## src/rtl/yutorina_loader_pkg.sv

```systemverilog
// ============================================================================
// yutorina_loader_pkg : shared types and constants for the SPM boot loader
// Rev 1.0
// ============================================================================
`default_nettype none

package yutorina_loader_pkg;

  localparam logic [7:0] MAGIC_DEFAULT  = 8'hA5;
  localparam int         HDR_LEN        = 3;
  localparam int         WORD_W         = 32;
  localparam int         BYTES_PER_WORD = 4;

  typedef enum logic [2:0] {
    S_IDLE  = 3'd0,
    S_LEN_H = 3'd1,
    S_LEN_L = 3'd2,
    S_DATA  = 3'd3,
    S_CSUM  = 3'd4,
    S_DONE  = 3'd5,
    S_ERROR = 3'd6
  } state_t;

endpackage

`default_nettype wire

```

## src/rtl/yutorina_spm_loader_if.sv

```systemverilog
// ============================================================================
// yutorina_spm_loader_if : byte stream in, SPM write port and CPU control out
// Rev 1.0
// ============================================================================
`default_nettype none

interface yutorina_spm_loader_if
  import yutorina_loader_pkg::*;
#(
  parameter int SPM_ADDR_W = 12
);
  logic [7:0]            rx_data;
  logic                  rx_valid;
  logic [SPM_ADDR_W-1:0] spm_addr;
  logic [WORD_W-1:0]     spm_wr_data;
  logic                  spm_we;
  logic                  cpu_reset;
  logic                  load_done;
  logic                  load_error;

  // master: byte source and SPM/CPU observer; slave: the loader itself
  modport master (
    output rx_data, rx_valid,
    input  spm_addr, spm_wr_data, spm_we, cpu_reset, load_done, load_error
  );

  modport slave (
    input  rx_data, rx_valid,
    output spm_addr, spm_wr_data, spm_we, cpu_reset, load_done, load_error
  );

endinterface

`default_nettype wire

```

## src/rtl/yutorina_loader_word_asm.sv

```systemverilog
// ============================================================================
// yutorina_loader_word_asm : big-endian byte-to-word assembler with XOR sum
// Rev 1.0
// ============================================================================
`default_nettype none

module yutorina_loader_word_asm
  import yutorina_loader_pkg::*;
(
  input  logic              clock,
  input  logic              reset,
  input  logic              clear,
  input  logic              byte_valid,
  input  logic [7:0]        byte_data,
  output logic [WORD_W-1:0] word,
  output logic              word_ready,
  output logic [7:0]        csum,
  output logic              last_byte
);

  localparam int IDX_W = $clog2(BYTES_PER_WORD);

  logic [IDX_W-1:0] byte_idx;

  assign last_byte = (byte_idx == IDX_W'(BYTES_PER_WORD - 1));

  always_ff @(posedge clock or posedge reset) begin
    if (reset) begin
      word       <= '0;
      word_ready <= 1'b0;
      csum       <= '0;
      byte_idx   <= '0;
    end else begin
      // word stays stable through the ready cycle; the next byte lands after it
      word_ready <= byte_valid && last_byte && !clear;
      if (clear) begin
        byte_idx <= '0;
        csum     <= '0;
      end else if (byte_valid) begin
        word     <= {word[WORD_W-9:0], byte_data};
        byte_idx <= byte_idx + 1'b1;
        csum     <= csum ^ byte_data;
      end
    end
  end

endmodule

`default_nettype wire

```

## src/rtl/yutorina_spm_loader.sv

```systemverilog
// ============================================================================
// yutorina_spm_loader : framed, checksummed boot image loader into the SPM.
// Optional inter-byte timeout enabled by YUTORINA_LOADER_TIMEOUT_EN.  Rev 1.0
// ============================================================================
`default_nettype none

module yutorina_spm_loader
  import yutorina_loader_pkg::*;
#(
  parameter int         SPM_ADDR_W     = 12,
  parameter logic [7:0] MAGIC          = MAGIC_DEFAULT,
  parameter int         TIMEOUT_CYCLES = 1_000_000
) (
  input  logic                  clock,
  input  logic                  reset,
  yutorina_spm_loader_if.slave  bus
);

  localparam int IDX_W = SPM_ADDR_W + 1;

  state_t            state;
  logic [7:0]        len_h;
  logic [15:0]       len;
  logic [IDX_W-1:0]  word_idx;
  logic              cpu_rst_q;
  logic              done_q;
  logic              err_q;

  logic [WORD_W-1:0] asm_word;
  logic              asm_ready;
  logic [7:0]        asm_csum;
  logic              asm_last;
  logic              timeout_hit;

  wire         rx_fire   = bus.rx_valid;
  wire [15:0]  len_next  = {len_h, bus.rx_data};
  wire         asm_clear = rx_fire && (state == S_LEN_L);
  wire         byte_fire = rx_fire && (state == S_DATA);
  // 17-bit compares keep N = 2^SPM_ADDR_W legal without wrapping the index
  wire         len_bad   = 17'(len_next) > (17'd1 << SPM_ADDR_W);
  wire         last_word = (17'(word_idx) + 17'd1) == {1'b0, len};

  yutorina_loader_word_asm u_word_asm (
    .clock      (clock),
    .reset      (reset),
    .clear      (asm_clear),
    .byte_valid (byte_fire),
    .byte_data  (bus.rx_data),
    .word       (asm_word),
    .word_ready (asm_ready),
    .csum       (asm_csum),
    .last_byte  (asm_last)
  );

`ifdef YUTORINA_LOADER_TIMEOUT_EN
  localparam int TO_W = $clog2(TIMEOUT_CYCLES + 1);

  logic [TO_W-1:0] idle_cnt;
  wire waiting = (state == S_LEN_H) || (state == S_LEN_L) ||
                 (state == S_DATA)  || (state == S_CSUM);

  assign timeout_hit = waiting && !rx_fire && (idle_cnt == TO_W'(TIMEOUT_CYCLES - 1));

  always_ff @(posedge clock or posedge reset) begin
    if (reset) begin
      idle_cnt <= '0;
    end else if (!waiting || rx_fire) begin
      idle_cnt <= '0;
    end else begin
      idle_cnt <= idle_cnt + 1'b1;
    end
  end
`else
  assign timeout_hit = 1'b0;
`endif

  always_ff @(posedge clock or posedge reset) begin
    if (reset) begin
      state     <= S_IDLE;
      len_h     <= '0;
      len       <= '0;
      word_idx  <= '0;
      cpu_rst_q <= 1'b1;
      done_q    <= 1'b0;
      err_q     <= 1'b0;
    end else begin
      if (asm_ready) begin
        word_idx <= word_idx + 1'b1;
      end
      case (state)
        S_IDLE: begin
          if (rx_fire && bus.rx_data == MAGIC) state <= S_LEN_H;
        end
        S_LEN_H: begin
          if (rx_fire) begin
            len_h <= bus.rx_data;
            state <= S_LEN_L;
          end
        end
        S_LEN_L: begin
          if (rx_fire) begin
            len      <= len_next;
            word_idx <= '0;
            if (len_next == 16'd0) begin
              state <= S_CSUM;
            end else if (len_bad) begin
              state <= S_ERROR;
              err_q <= 1'b1;
            end else begin
              state <= S_DATA;
            end
          end
        end
        S_DATA: begin
          // leave on the final byte so a back-to-back CSUM byte is not missed
          if (byte_fire && asm_last && last_word) state <= S_CSUM;
        end
        S_CSUM: begin
          if (rx_fire) begin
            if (bus.rx_data == asm_csum) begin
              state  <= S_DONE;
              done_q <= 1'b1;
            end else begin
              state <= S_ERROR;
              err_q <= 1'b1;
            end
          end
        end
        S_DONE: begin
          cpu_rst_q <= 1'b0;
        end
        S_ERROR: begin
          if (rx_fire && bus.rx_data == MAGIC) begin
            err_q <= 1'b0;
            state <= S_LEN_H;
          end
        end
        default: state <= S_IDLE;
      endcase
      if (timeout_hit) begin
        state <= S_ERROR;
        err_q <= 1'b1;
      end
    end
  end

  assign bus.spm_addr    = word_idx[SPM_ADDR_W-1:0];
  assign bus.spm_wr_data = asm_word;
  assign bus.spm_we      = asm_ready;
  assign bus.cpu_reset   = cpu_rst_q;
  assign bus.load_done   = done_q;
  assign bus.load_error  = err_q;

endmodule

`default_nettype wire

```

## src/flat_wrapper.sv

```systemverilog
// flat-port wrapper written by rule: the top's interface ports become plain ports
module yutorina_spm_loader_flat import yutorina_loader_pkg::*;
#(
  parameter int         SPM_ADDR_W     = 12,
  parameter logic [7:0] MAGIC          = MAGIC_DEFAULT,
  parameter int         TIMEOUT_CYCLES = 1_000_000
)
  (clock, reset, bus_rx_data, bus_rx_valid, bus_spm_addr, bus_spm_wr_data, bus_spm_we, bus_cpu_reset, bus_load_done, bus_load_error);
  yutorina_spm_loader_if #(.SPM_ADDR_W(SPM_ADDR_W)) bus_i ();
  input  logic clock;
  input  logic reset;
  input wire logic [$bits(bus_i.rx_data)-1:0] bus_rx_data;
  input wire logic [$bits(bus_i.rx_valid)-1:0] bus_rx_valid;
  output wire logic [$bits(bus_i.spm_addr)-1:0] bus_spm_addr;
  output wire logic [$bits(bus_i.spm_wr_data)-1:0] bus_spm_wr_data;
  output wire logic [$bits(bus_i.spm_we)-1:0] bus_spm_we;
  output wire logic [$bits(bus_i.cpu_reset)-1:0] bus_cpu_reset;
  output wire logic [$bits(bus_i.load_done)-1:0] bus_load_done;
  output wire logic [$bits(bus_i.load_error)-1:0] bus_load_error;
  assign bus_i.rx_data = bus_rx_data;
  assign bus_i.rx_valid = bus_rx_valid;
  assign bus_spm_addr = bus_i.spm_addr;
  assign bus_spm_wr_data = bus_i.spm_wr_data;
  assign bus_spm_we = bus_i.spm_we;
  assign bus_cpu_reset = bus_i.cpu_reset;
  assign bus_load_done = bus_i.load_done;
  assign bus_load_error = bus_i.load_error;
  yutorina_spm_loader #(.SPM_ADDR_W(SPM_ADDR_W), .MAGIC(MAGIC), .TIMEOUT_CYCLES(TIMEOUT_CYCLES)) u_core (.clock(clock), .reset(reset), .bus(bus_i));
endmodule
```

## config.mk

```make
export PLATFORM = sky130hd
export DESIGN_NAME = yutorina_spm_loader_flat
export DESIGN_NICKNAME = d
export VERILOG_FILES = /design/src/rtl/yutorina_loader_pkg.sv /design/src/rtl/yutorina_spm_loader_if.sv /design/src/rtl/yutorina_loader_word_asm.sv /design/src/rtl/yutorina_spm_loader.sv /design/src/flat_wrapper.sv
export SDC_FILE = /design/constraint.sdc
export NUM_CORES = 1
export LEC_CHECK = 0
export CORE_ASPECT_RATIO = 1.4
export CORE_MARGIN = 8
export CORE_UTILIZATION = 35
export CTS_CLUSTER_DIAMETER = 60
export DETAILED_ROUTE_END_ITERATION = 10
export GPL_TIMING_DRIVEN = 0
export PLACE_DENSITY = 0.59
export SETUP_SLACK_MARGIN = 0.15
export SYNTH_ARGS = -nofsm -noshare
export SYNTH_HDL_FRONTEND = slang
export SYNTH_HIERARCHICAL = 1
export SYNTH_SLANG_ARGS = --single-unit
```

## constraint.sdc

```tcl
create_clock -name clock -period 2.6 [get_ports clock]
set_clock_uncertainty 0.2 [all_clocks]
set_input_delay 0.52 -clock clock [delete_from_list [all_inputs] [get_ports clock]]
set_output_delay 0.52 -clock clock [all_outputs]
set_load 0.05 [all_outputs]
```

* Word level (Yosys, flattened, before mapping) *
Cells that the tools add are included.

word-level totals
  flip-flop bits (word level) = 86
  input bits = 11
  output and inout bits = 48
  word-level logic and storage cells = 78

cells by class
  add/sub/neg operators = 3
  order comparisons = 1
  equality and inequality tests = 19
  mux-type cells = 23
  bitwise gates (word level) = 3
  reductions and logical operators = 18

operators with widths
  operator                 number
  $mux W13                 3
  $mux W3                  7
  $pmux W3 S6              1
  $eq A17 B16 Y1           1
  $gt A16 B13 Y1 const B   1
  $logic_not A16 Y1        1
  $mux W8                  2
  $add A13 B1 Y14 const B  1
  $add A13 B1 Y13 const B  1
  $ne A2 B2 Y1 const B     6
  $eq A3 B3 Y1 const B     3
  $eq A8 B8 Y1             1
  $eq A8 B8 Y1 const B     1
  $xor A8 B8 Y8            1
  $reduce_and A7 Y1        1
  $eq A3 B2 Y1 const B     2
  $logic_and A1 B1 Y1      6
  $mux W1                  6
  $mux W2                  3
  $ne A2 B1 Y1 const B     3
  $reduce_and A2 Y1        3
  $reduce_and A6 Y1        1
  $eq A3 B1 Y1 const B     1
  $logic_not A3 Y1         1
  9 further kinds          10

* Logic depth before layout (Yosys ltp) *
  word-level depth = 6
  mapped depth = 8
  gate-level depth less buffers = 7

* Cells and area by module *
Netlist, hierarchy kept.

by module, submodules not included
  module                    instances  cells an instance  area each (um^2)  sequential area each (um^2)
  yutorina_spm_loader       1          241                2,481.1           1,077.3
  yutorina_loader_word_asm  1          115                1,854.3           1,076.0

* Least setup slack after synthesis *
No wires, ideal clock.

  path type = reg-to-reg
  from = register u_core.word_idx[0]
  to = register u_core.state[0]
  setup time = 0.131 ns
  arrival = 2.400 ns
  data required time = 2.269 ns
  slack = -0.131 ns
  cell stages (with the launch flop) = 8
  buffers on the path = 0
  period minus slack after synthesis = 2.731 ns
  path through = dfrtp_1 -> ha_1 -> nand3_1 -> or3_1 -> a221o_1 -> a2111oi_2 -> a2111oi_1 -> or3_1

on the way
  word-level cells in the longest chain between the ends = 5

ends and longest elaborated chain
  what                         RTL line                    RTL
  start, declared              yutorina_spm_loader.sv:24   logic [IDX_W-1:0] word_idx;
  start signal, assigned       yutorina_spm_loader.sv:88   word_idx <= word_idx + 1'b1;
  $add A13 B1 Y14              yutorina_spm_loader.sv:41   wire last_word = (17'(word_idx) + 17'd1) == {1'b0, len};
  $eq A17 B16 Y1               yutorina_spm_loader.sv:41
  $logic_and A1 B1 Y1          yutorina_spm_loader.sv:116  if (byte_fire && asm_last && last_word) state <= S_CSUM;
  $ne A2 B2 Y1 (no line)       --
  $reduce_and A6 Y1 (no line)  --
  end signal, assigned         yutorina_spm_loader.sv:116
  end signal, assigned         yutorina_spm_loader.sv:121  state <= S_DONE;
  end signal, assigned         yutorina_spm_loader.sv:124  state <= S_ERROR;
  end, declared                yutorina_spm_loader.sv:21   state_t state;

No other way between the ends.
A chain may end at the register's enable or synchronous reset.

* Worst setup path in the final report *
  from = register u_core.word_idx[1]
  to = register u_core.state[0]

Same word-level chain as after synthesis.

==> metrics.txt <==
# hold bufs at CTS=0; worst hold path startpoint=u_core/bus.cpu_reset$_DFFE_PP1N_; Cell variety after synth=49; post-synthesis net count=369; leakage power=2.511 nW; CTS Buf Count=9; Initial DRC Count=111; WS Path Type=reg -> reg; I/O pins=59; worst-case reg-to-reg path depth=7; GR peak layer=met2; EDFF count, synth=0; sequential area share after synthesis=0.4967; DRT Wirelength=9884 um; first-pass GRT wire length=16,700 um; vias in the first global route=3,116; Setup TNS Final=0 ns; worst skew pair latency=0.34 ns; first-pass iteration count of the detailed router=4; DP Cell Count=565; Die Y=147.7 um; Worst setup SP type=flip-flop; Syn-to-layout area delta=31.80%; met3 Use GR=0.02527; Global Route met2 Usage=0.2183; htree depth=3; gpl congestion=0.8274; Cell Pwr Density=1374 nW/um^2; Core Region=12,190 sq um; WP data required=2.61 ns; mapped cell area=4335 sq um; CTS sink cnt=86; CTS root buffer=clkbuf_16; WL/cell=16.58 um; FFs w/ async S/R, synth=1.000; drc violations=0; Reg area=2162 sq um; R2R Path Start=u_core/word_idx[1]$_DFF_PP0_; met1 usage in global routing=0.1592; final layout net count=454; FILL cells=1,115; Die Wd=110.1 um; share of cells above drive strength 1=0.3206; largest net degree at the start of global routing=44; Yosys warning count=6; r2r endpoint=u_core/state[0]$_DFFE_PP0P_; Min-Delay Path Class=reg -> reg; FF-to-FF setup slack=0.007 ns; commonest non-fill, non-tap cell in the layout=dfrtp_1; initial antenna violation count=0; period utilization=0.9975; Worst EP arrival=2.61 ns; max-cap violation count=0; WHS=0.2595 ns; hold depth=1; clock slew at reported path FFs=0.07 ns; Max VDD drop=0.4086 mV; outcome=complete, no violations; Clock Tree Buf Depth=2; vias per cell=5.032; Hold Vio Cnt, Final=0; RSZ-0062 raised after global routing=true; Post-Synthesis Cells=356; Worst Hold Endpoint=u_core/bus.cpu_reset$_DFFE_PP1N_; Site Rows=48; minimum clock period=2.593 ns; Seq cells post-synth=86; die area=16,250 sq um; CTS tree=yes; worst slew pin tran=0.8678 ns; Post-Syn Area per Cell=12.18 sq um; # diodes=0; CP Max Fanout=4; Detailed Place HPWL=7136 um; Detail Route Antenna Nets=0; area of the multi-input gates=2087 sq um; final setup violation count=0; Main synth FF type=dfrtp_1; Starting Density=0.3556; final non-filler cell total=596; via count=2,999; f_max=0.3856 GHz; Final Slew Violations=0; critical path capture point type=flip-flop; GRT overflow=0; PortBufs=58; total track usage=0.1328; Slew headroom=0.4206; commonest cells after routing, fill and taps aside=dfrtp_1, clkdlybuf4s50_1, mux2_4
layer usage:
layer | part of all wire | up-vias
li1 | - | 1438
met1 | 0.41 | 1473
met2 | 0.51 | 63
met3 | 0.046 | 25
met4 | 0.029 | 0
met5 | 0 | -
power by group:
group | switching (mW) | internal, mW
clock network | 0.552 | 0.856
logic | 2.16 | 1.73
registers | 0.586 | 1.96
timing repair:
action                     4_1_cts  5_1_grt
pin swaps                        5        2
setup endpoints to repair       57        5
resized for setup               41        5
setup buffers                   15        0
area by class of cell:
class                           count  area share
Timing Repair Buffer               74      0.1222
Multi-Input combinational cell    232      0.3652
Sequential cell                    86      0.3784
Clock buffer                        9     0.03941
Inverter                           12    0.007883
Tap cell                          150     0.03284
Buffer                             26     0.03547
Clock inverter                      7     0.01861
state kept, by name, summed over array words and instances, names as in the netlist:
signal	flops
u_core/u_word_asm/word	32
u_core/bus.cpu_reset	1
u_core/u_word_asm/byte_idx	2
u_core/u_word_asm/csum	8
u_core/bus.load_error	1
u_core/bus.load_done	1
u_core/state	3
u_core/u_word_asm/word_ready	1
u_core/word_idx	13
u_core/len	16
u_core/len_h	8
per-stage QoR:
stage | area (sq um) | power [mW] | setup WS (ns) | util
CTS | 5692 | 7.892 | -0.03386 | 0.4669
floorplan | 4354 | 5.161 | 0.1020 | -
global route | 5714 | 8.289 | -0.08444 | 0.4687
finish | 5714 | 7.849 | 0.006614 | 0.4687
detailed placement | 5142 | 6.295 | -0.7742 | 0.4218
global placement | 5122 | 6.206 | -0.7222 | 0.4202
how the worst max path moves through the flow:
stage	from	end	slack (ns)	cells after the start
2_1_floorplan	u_core/word_idx[1]$_DFF_PP0_	u_core/state[0]$_DFFE_PP0P_	0.10	7
3_3_place_gp	bus_rx_valid	u_core/u_word_asm/word[22]$_DFFE_PP0P_	-0.72	9
3_5_place_dp	bus_rx_valid	u_core/u_word_asm/word[11]$_DFFE_PP0P_	-0.77	9
4_1_cts	u_core/word_idx[1]$_DFF_PP0_	u_core/state[0]$_DFFE_PP0P_	-0.03	7
5_1_grt	u_core/word_idx[1]$_DFF_PP0_	u_core/state[0]$_DFFE_PP0P_	-0.08	7
6_report	u_core/word_idx[1]$_DFF_PP0_	u_core/state[0]$_DFFE_PP0P_	0.007	7
worst max-delay path, stage by stage (launching register included):
cell and delay (ns):
dfrtp_2 0.44, ha_4 0.17, nand3_4 0.06, or3_1 0.36, a221o_1 0.34, a2111oi_4 0.44
a2111oi_4 0.13, or3_1 0.33
Yosys cell counts, types with 3 or more instances:
library cell	number	share of area
a21bo_2	8	0.018
a21oi_1	12	0.014
a31oi_1	4	0.0058
and3_1	3	0.0043
and4_1	3	0.0061
buf_4	12	0.021
buf_6	5	0.013
clkbuf_1	8	0.0069
dfrtp_1	85	0.49
inv_1	12	0.010
mux2_2	26	0.068
mux2_4	29	0.10
mux2i_1	3	0.0069
nand2_1	10	0.0087
nand3_1	8	0.0092
nand3b_1	8	0.014
nand4_1	8	0.012
nor2_1	19	0.016
nor3_1	9	0.010
nor4_1	6	0.0087
o21ai_0	7	0.0081
or3_1	6	0.0087
xnor2_1	28	0.057
xor2_1	5	0.010
kinds of logic after synthesis:
kind of cell,count (synthesis),synth area share
compound gates,48,0.08398
xor+xnor,33,0.06667
fa+ha+maj,2,0.005771
buf+inv,38,0.05223
flops,86,0.4967
mux,58,0.1749
simple gates,91,0.1198
(Power assumes the default switching activity.)
